### config.mk
export PLATFORM = sky130hd
export DESIGN_NAME = voice_mixer_flat
export DESIGN_NICKNAME = d
export VERILOG_FILES = /design/src/rtl/voice_mixer_pkg.sv /design/src/rtl/voice_mixer_if.sv /design/src/rtl/voice_mixer_sat.sv /design/src/rtl/voice_mixer.sv /design/src/flat_wrapper.sv
export SDC_FILE = /design/constraint.sdc
export NUM_CORES = 1
export LEC_CHECK = 0
export CAP_MARGIN = 20
export CORE_MARGIN = 2
export CORE_UTILIZATION = 40
export DETAILED_ROUTE_END_ITERATION = 10
export DONT_BUFFER_PORTS = 1
export GPL_ROUTABILITY_DRIVEN = 0
export PLACE_DENSITY = 0.58
export SLEW_MARGIN = 0
export SYNTH_ARGS = -nofsm -noshare
export SYNTH_HDL_FRONTEND = slang
export SYNTH_SLANG_ARGS = --single-unit
### constraint.sdc
create_clock -name clk_clk -period 12.9 [get_ports clk_clk]
set_clock_uncertainty 0.2 [all_clocks]
set_input_delay 2.58 -clock clk_clk [delete_from_list [all_inputs] [get_ports clk_clk]]
set_output_delay 2.58 -clock clk_clk [all_outputs]
set_load 0.03 [all_outputs]
### src/rtl/voice_mixer_pkg.sv
// synth_pkg: shared widths, saturation limits and FSM state encoding for
// the voice_mixer slice (top, output interface and mixer_sat clamp).
package synth_pkg;

   localparam int SAMPLE_W = 16;
   localparam int VOL_W    = 16;
   localparam int MVOL_W   = 8;
   localparam int N_VOICE  = 4;

   // Accumulator holds the sum of four SAMPLE_W+1 bit scaled voices.
   localparam int ACC_W = 19;
   // Master-scaled intermediate, one bit wider than the accumulator.
   localparam int MST_W = 20;

   localparam logic signed [MST_W-1:0] SAT_MAX = 20'sd32767;
   localparam logic signed [MST_W-1:0] SAT_MIN = -20'sd32768;

   typedef enum logic [2:0] {
      S_IDLE   = 3'd0,
      S_MAC    = 3'd1,
      S_MASTER = 3'd2,
      S_SAT    = 3'd3,
      S_OUT    = 3'd4
   } state_e;

endpackage

### src/rtl/voice_mixer_if.sv
// voice_mixer_if: mixed-sample output port towards the codec serializer.
// Handshake: mix_valid high means mix_out holds an unconsumed sample; the
// producer keeps mix_out and mix_valid stable until a cycle where
// mix_valid && mix_ready, which is the single transfer cycle. mix_ready has
// no meaning while mix_valid is low.
interface voice_mixer_if;
   import synth_pkg::*;

   logic signed [SAMPLE_W-1:0] mix_out;
   logic                       mix_valid;
   logic                       mix_ready;

   modport master (output mix_out, output mix_valid, input mix_ready);
   modport slave  (input mix_out, input mix_valid, output mix_ready);

endinterface

### src/rtl/voice_mixer_sat.sv
// mixer_sat: combinational signed clamp from MST_W bits down to SAMPLE_W.
module mixer_sat
   import synth_pkg::*;
(
   input  logic signed [MST_W-1:0]    din,
   output logic signed [SAMPLE_W-1:0] dout
);

   // Clamp to the representable SAMPLE_W range, otherwise pass through.
   always_comb begin
      dout = din[SAMPLE_W-1:0];
      if (din > SAT_MAX) begin
         dout = SAT_MAX[SAMPLE_W-1:0];
      end else if (din < SAT_MIN) begin
         dout = SAT_MIN[SAMPLE_W-1:0];
      end
   end

endmodule

### src/rtl/voice_mixer.sv
// voice_mixer: four-voice mixer with per-note and master volume, one shared
// multiplier sequenced by an IDLE/MAC/MASTER/SAT/OUT FSM.
// Optional feature macro: VOICE_MIXER_VOL_SMOOTH_EN -- when defined the
// master gain ramps by one LSB per accepted tick towards master_vol.
module voice_mixer
   import synth_pkg::*;
(
   input  logic                       clk_clk,
   input  logic                       reset_reset_n,
   input  logic                       sample_tick,
   input  logic signed [SAMPLE_W-1:0] voice_0,
   input  logic signed [SAMPLE_W-1:0] voice_1,
   input  logic signed [SAMPLE_W-1:0] voice_2,
   input  logic signed [SAMPLE_W-1:0] voice_3,
   input  logic        [VOL_W-1:0]    note_vol_0,
   input  logic        [VOL_W-1:0]    note_vol_1,
   input  logic        [VOL_W-1:0]    note_vol_2,
   input  logic        [VOL_W-1:0]    note_vol_3,
   input  logic        [MVOL_W-1:0]   master_vol,
   voice_mixer_if.master              mix_if,
   output logic                       overrun,
   input  logic                       clr_overrun,
   output logic        [2:0]          dbg_state
);

   localparam logic [2:0] IDLE   = S_IDLE;
   localparam logic [2:0] MAC    = S_MAC;
   localparam logic [2:0] MASTER = S_MASTER;
   localparam logic [2:0] SAT    = S_SAT;
   localparam logic [2:0] OUT    = S_OUT;

   logic [2:0]                 state;
   logic [1:0]                 idx;
   logic signed [ACC_W-1:0]    acc;
   logic signed [MST_W-1:0]    mst;
   logic signed [SAMPLE_W-1:0] voice_q [N_VOICE];
   logic        [VOL_W-1:0]    vol_q   [N_VOICE];
   logic        [MVOL_W-1:0]   gain;

   logic                       take;
   logic                       drop;
   logic signed [ACC_W-1:0]    mul_a;
   logic signed [VOL_W:0]      mul_b;
   logic signed [ACC_W+VOL_W:0] prod;
   logic signed [SAMPLE_W-1:0] sat_out;

   assign dbg_state = state;

   // A tick is taken in IDLE or on the OUT handshake cycle; anywhere else it is lost.
   assign take = sample_tick && ((state == IDLE) || ((state == OUT) && mix_if.mix_ready));
   assign drop = sample_tick && !take;

   // Shared multiplier: voice*note_vol during MAC, acc*gain during MASTER.
   always_comb begin
      mul_a = ACC_W'(voice_q[idx]);
      mul_b = {1'b0, vol_q[idx]};
      if (state == MASTER) begin
         mul_a = acc;
         mul_b = {{(VOL_W + 1 - MVOL_W){1'b0}}, gain};
      end
      prod = mul_a * mul_b;
   end

   mixer_sat u_sat (
      .din  (mst),
      .dout (sat_out)
   );

   // Input capture on every accepted tick; only these values feed the math.
   always_ff @(posedge clk_clk or negedge reset_reset_n) begin
      if (!reset_reset_n) begin
         for (int i = 0; i < N_VOICE; i++) begin
            voice_q[i] <= '0;
            vol_q[i]   <= '0;
         end
      end else if (take) begin
         voice_q[0] <= voice_0;
         voice_q[1] <= voice_1;
         voice_q[2] <= voice_2;
         voice_q[3] <= voice_3;
         vol_q[0]   <= note_vol_0;
         vol_q[1]   <= note_vol_1;
         vol_q[2]   <= note_vol_2;
         vol_q[3]   <= note_vol_3;
      end
   end

`ifdef VOICE_MIXER_VOL_SMOOTH_EN
   // Master gain slews one LSB per accepted tick towards master_vol.
   always_ff @(posedge clk_clk or negedge reset_reset_n) begin
      if (!reset_reset_n) begin
         gain <= '0;
      end else if (take) begin
         if (gain < master_vol) begin
            gain <= gain + 1'b1;
         end else if (gain > master_vol) begin
            gain <= gain - 1'b1;
         end
      end
   end
`else
   // Master gain is simply master_vol as captured at the accepted tick.
   always_ff @(posedge clk_clk or negedge reset_reset_n) begin
      if (!reset_reset_n) begin
         gain <= '0;
      end else if (take) begin
         gain <= master_vol;
      end
   end
`endif

   // Sticky overrun flag; a drop in the same cycle as a clear keeps it set.
   always_ff @(posedge clk_clk or negedge reset_reset_n) begin
      if (!reset_reset_n) begin
         overrun <= 1'b0;
      end else if (drop) begin
         overrun <= 1'b1;
      end else if (clr_overrun) begin
         overrun <= 1'b0;
      end
   end

   // Sequencer: MAC over four voices, master scale, clamp, then hold for the handshake.
   always_ff @(posedge clk_clk or negedge reset_reset_n) begin
      if (!reset_reset_n) begin
         state            <= IDLE;
         idx              <= '0;
         acc              <= '0;
         mst              <= '0;
         mix_if.mix_out   <= '0;
         mix_if.mix_valid <= 1'b0;
      end else begin
         case (state)
            IDLE: ;
            MAC: begin
               acc <= acc + ACC_W'(prod >>> VOL_W);
               idx <= idx + 2'd1;
               if (idx == 2'd3) begin
                  state <= MASTER;
               end
            end
            MASTER: begin
               mst   <= MST_W'(prod >>> MVOL_W);
               state <= SAT;
            end
            SAT: begin
               mix_if.mix_out   <= sat_out;
               mix_if.mix_valid <= 1'b1;
               state            <= OUT;
            end
            OUT: begin
               if (mix_if.mix_ready) begin
                  mix_if.mix_valid <= 1'b0;
                  state            <= IDLE;
               end
            end
            default: state <= IDLE;
         endcase
         // An accepted tick overrides the IDLE/OUT exits and starts a new sample.
         if (take) begin
            acc   <= '0;
            idx   <= '0;
            state <= MAC;
         end
      end
   end

endmodule

### src/flat_wrapper.sv
// flat-port wrapper written by rule: the top's interface ports become plain ports
module voice_mixer_flat import synth_pkg::*;
  (clk_clk, reset_reset_n, sample_tick, voice_0, voice_1, voice_2, voice_3, note_vol_0, note_vol_1, note_vol_2, note_vol_3, master_vol, overrun, clr_overrun, dbg_state, mix_if_mix_out, mix_if_mix_valid, mix_if_mix_ready);
  voice_mixer_if mix_if_i ();
  input  logic clk_clk;
  input  logic reset_reset_n;
  input  logic sample_tick;
  input  logic signed [SAMPLE_W-1:0] voice_0;
  input  logic signed [SAMPLE_W-1:0] voice_1;
  input  logic signed [SAMPLE_W-1:0] voice_2;
  input  logic signed [SAMPLE_W-1:0] voice_3;
  input  logic        [VOL_W-1:0] note_vol_0;
  input  logic        [VOL_W-1:0] note_vol_1;
  input  logic        [VOL_W-1:0] note_vol_2;
  input  logic        [VOL_W-1:0] note_vol_3;
  input  logic        [MVOL_W-1:0] master_vol;
  output logic overrun;
  input  logic clr_overrun;
  output logic        [2:0] dbg_state;
  output wire logic [$bits(mix_if_i.mix_out)-1:0] mix_if_mix_out;
  output wire logic [$bits(mix_if_i.mix_valid)-1:0] mix_if_mix_valid;
  input wire logic [$bits(mix_if_i.mix_ready)-1:0] mix_if_mix_ready;
  assign mix_if_mix_out = mix_if_i.mix_out;
  assign mix_if_mix_valid = mix_if_i.mix_valid;
  assign mix_if_i.mix_ready = mix_if_mix_ready;
  voice_mixer u_core (.clk_clk(clk_clk), .reset_reset_n(reset_reset_n), .sample_tick(sample_tick), .voice_0(voice_0), .voice_1(voice_1), .voice_2(voice_2), .voice_3(voice_3), .note_vol_0(note_vol_0), .note_vol_1(note_vol_1), .note_vol_2(note_vol_2), .note_vol_3(note_vol_3), .master_vol(master_vol), .mix_if(mix_if_i), .overrun(overrun), .clr_overrun(clr_overrun), .dbg_state(dbg_state));
endmodule
==> qor.txt <==
Setup tns final = 0 ns
Vias in the first global route = 14600
Synth area leader = fa_1
Crit path launch type = flop
Starting density of the core = 40.3%
Routed WL = 51600 microns
RR Endpoint = u_core.acc[18]
Hold-fix buffers, CTS = 0
Setup Buffers After CTS = 0
Synth Instances = 1972
Die area = 0.0521 sq mm
Syn Std Cell Area = 0.0201 sq mm
Port bufs = 0
Slowest cell on crit path = and2_0
Max incr delay on CP = 0.83 ns
RSZ-0062 raised after global routing = no
Final Slew Violations = 0
Yosys reg bits = 198
Syn_area_per_cell = 10.2 sq um
Num rows = 82
Design area = 0.0214 sq mm
Nets = 2478
Hold Crit Class = flop to flop
Outcome = complete, no violations
Number of routed nets with antenna violations = 0
Number of synthesized flops with an enable pin = 0
Max Cap Violations = 0
Most common flop cell mapped by yosys = dfrtp_1
Crit path top cell by count = fa_1
Crit Path Max Fanout = 69
Drt pass-1 iters = 5
Endpoints failing setup = 0
GRT Resource Usage Total = 20.5%
Clock sinks = 198
Post-synth cell types = 56
Worst-Margin Slew = 0.991 ns
Cell Area, Placed = 0.0208 sq mm
CTS Root Cell = clkbuf_16
Setup slack after layout = 2.65 ns
Cts bufs inserted = 17
H-Tree Level Count = 4
Top-count cell post-synth = inv_1
Layout cell share with drive strength beyond 1 = 12.6%
FF-to-FF path depth = 32
Critical setup path kind = flop to flop
Crit share post-route = 79.4%
Routed len/inst = 19.7 microns
Mapped Nets = 2519
Avg Vias per Cell = 5.22
Top-area cell type share of the netlist area = 30.0%
R2R setup slack = 2.65 ns
WHS Path Cells = 2
CTS clock-pin slew for the worst setup and hold paths = 0.08 ns
Post_cts resized = 0
Hold Path End = u_core.mst[2]
Utilization after layout = 42.9%
Die W = 228 microns
Largest net degree at the start of global routing = 199
Post-layout minimum cycle time = 10.25 ns
Ranking of synthesized cells by area = fa_1 30%, dfrtp_1 25%, mux2_2 8.1%, inv_1 7.0%, ha_1 6.5%
Clk buf depth = 2
Register area share after synthesis = 24.6%
Gr ovfl total = 0
First-pass GRT wire length = 82500 microns
Clk_lat worst skew = 0.44 ns
Synth top cells by count = 377 x inv_1, 318 x nand2_1, 301 x fa_1, 198 x dfrtp_1, 144 x mux2_2
CP required = 13.04 ns
Total core area = 0.0499 sq mm
Vias = 13700
Initial antenna violation count = 7
Arrival time at the worst endpoint = 10.39 ns
Asr flop ratio synth = 100%
RR Startpoint = u_core.dbg_state[0]
DP Wirelength = 41800 microns
Drt drc = 0
Die height = 228 microns
Setup WS pre-CTS = 2.68 ns
Syn-to-layout area delta = 6.29%
Slew headroom = 33.9%
CTS tree = built
Max Freq = 0.0976 GHz
Number of synthesis warnings = 0
IO Pins = 162
Final Hold Vio Count = 0
Initial detailed-routing violation count = 846
Startpoint of the worst hold path = u_core.mst[2]
CP endpoint kind = flop
Fillers = 4858
cells in the final DEF, fill, tap and decap left out, types with 3 or more instances in the layout:
master	n
buf_4	11
nor2_1	117
o21ai_1	4
mux2_2	144
clkinv_2	3
o211ai_1	4
clkinv_8	3
ha_1	105
a21o_1	16
nor2b_1	7
and2_1	12
inv_1	377
xnor2_1	34
mux2i_1	15
nand2b_1	6
nand4_1	4
o21bai_1	6
or2_2	3
mux2i_2	3
nor3_1	9
mux4_2	32
a31oi_1	5
nand3_1	19
o21a_1	3
fa_1	301
clkbuf_16	17
dfrtp_1	197
xor2_1	18
and3_1	22
a21oi_1	35
nand2_1	316
inv_6	4
o21ai_0	52
logic make-up after synthesis:
logic type                 Yosys count  share of synthesized area, %
and+or+nand+nor                    526                          10.8
buffers and inverters              450                          8.46
adders and majority gates          406                          36.5
DFF                                198                          24.6
muxes                              195                          12.6
AOI/OAI and AO/OA                  145                          4.67
xor gates and xnor gates            52                          2.27
final cells by class:
cell class / instances / area (sq um) / area share [%]
Timing Repair Buffer: 13 / 109 / 0.509
Inverter: 377 / 1420 / 6.62
Antenna cell: 2 / 5.00 / 0.0234
Clock inverter: 15 / 143 / 0.667
Multi-Input combinational cell: 1324 / 13500 / 63.1
Tap cell: 672 / 841 / 3.93
Sequential cell: 198 / 4960 / 23.2
Clock buffer: 17 / 425 / 1.99
per-layer routing:
| metal | share of wire (%) | vias up | track usage [%] |
|---|---|---|---|
| met5 | 0.10 | - | 0 |
| met4 | 3.9 | 8 | 8.05 |
| met3 | 6.4 | 114 | 3.96 |
| met2 | 50 | 416 | 34.7 |
| met1 | 40 | 7068 | 26.0 |
| li1 | - | 6060 | - |
per-stage QoR:
step                      cells  hold slack (ns)
final                      2618            0.268
after global routing       2617            0.298
after CTS                  2614            0.271
after detailed placement   2582            0.252
after global placement     2582            0.256
after floorplan            1972            0.233
how the worst max path moves through the flow:
| stage | startpoint | cells past startpoint | slack (ns) | to |
|---|---|---|---|---|
| 2_1_floorplan | u_core.dbg_state[0] | 38 | 4.02 | u_core.acc[18] |
| 3_3_place_gp | u_core.idx[0] | 33 | 2.89 | u_core.acc[18] |
| 3_5_place_dp | u_core.dbg_state[0] | 32 | 2.68 | u_core.acc[18] |
| 4_1_cts | u_core.dbg_state[0] | 32 | 2.63 | u_core.acc[18] |
| 5_1_grt | u_core.dbg_state[0] | 32 | 2.12 | u_core.acc[18] |
| 6_report | u_core.dbg_state[0] | 32 | 2.65 | u_core.acc[18] |
critical path: cells and delay by family, from the launching register on:
| family | cells | cell delay, ns |
|---|---|---|
| adders and majority gates | 8 | 3.74 |
| and+or+nand+nor | 7 | 2.05 |
| AOI/OAI and AO/OA | 9 | 1.97 |
| buffers and inverters | 5 | 0.91 |
| DFF | 1 | 0.66 |
| xor gates and xnor gates | 3 | 0.55 |
registers in the layout (all words and copies together), names as in the netlist:
name / cells
u_core.mst: 20
u_core.idx: 2
u_core.mix_if.mix_valid: 1
u_core.overrun: 1
u_core.gain: 8
u_core.acc: 19
u_core.mix_if.mix_out: 16
u_core.vol_q: 64
u_core.dbg_state: 3
u_core.voice_q: 64
Power is left out: the tool's default activity adds up to more than one toggle a clock period on the data nets, which glitch-free logic cannot reach.
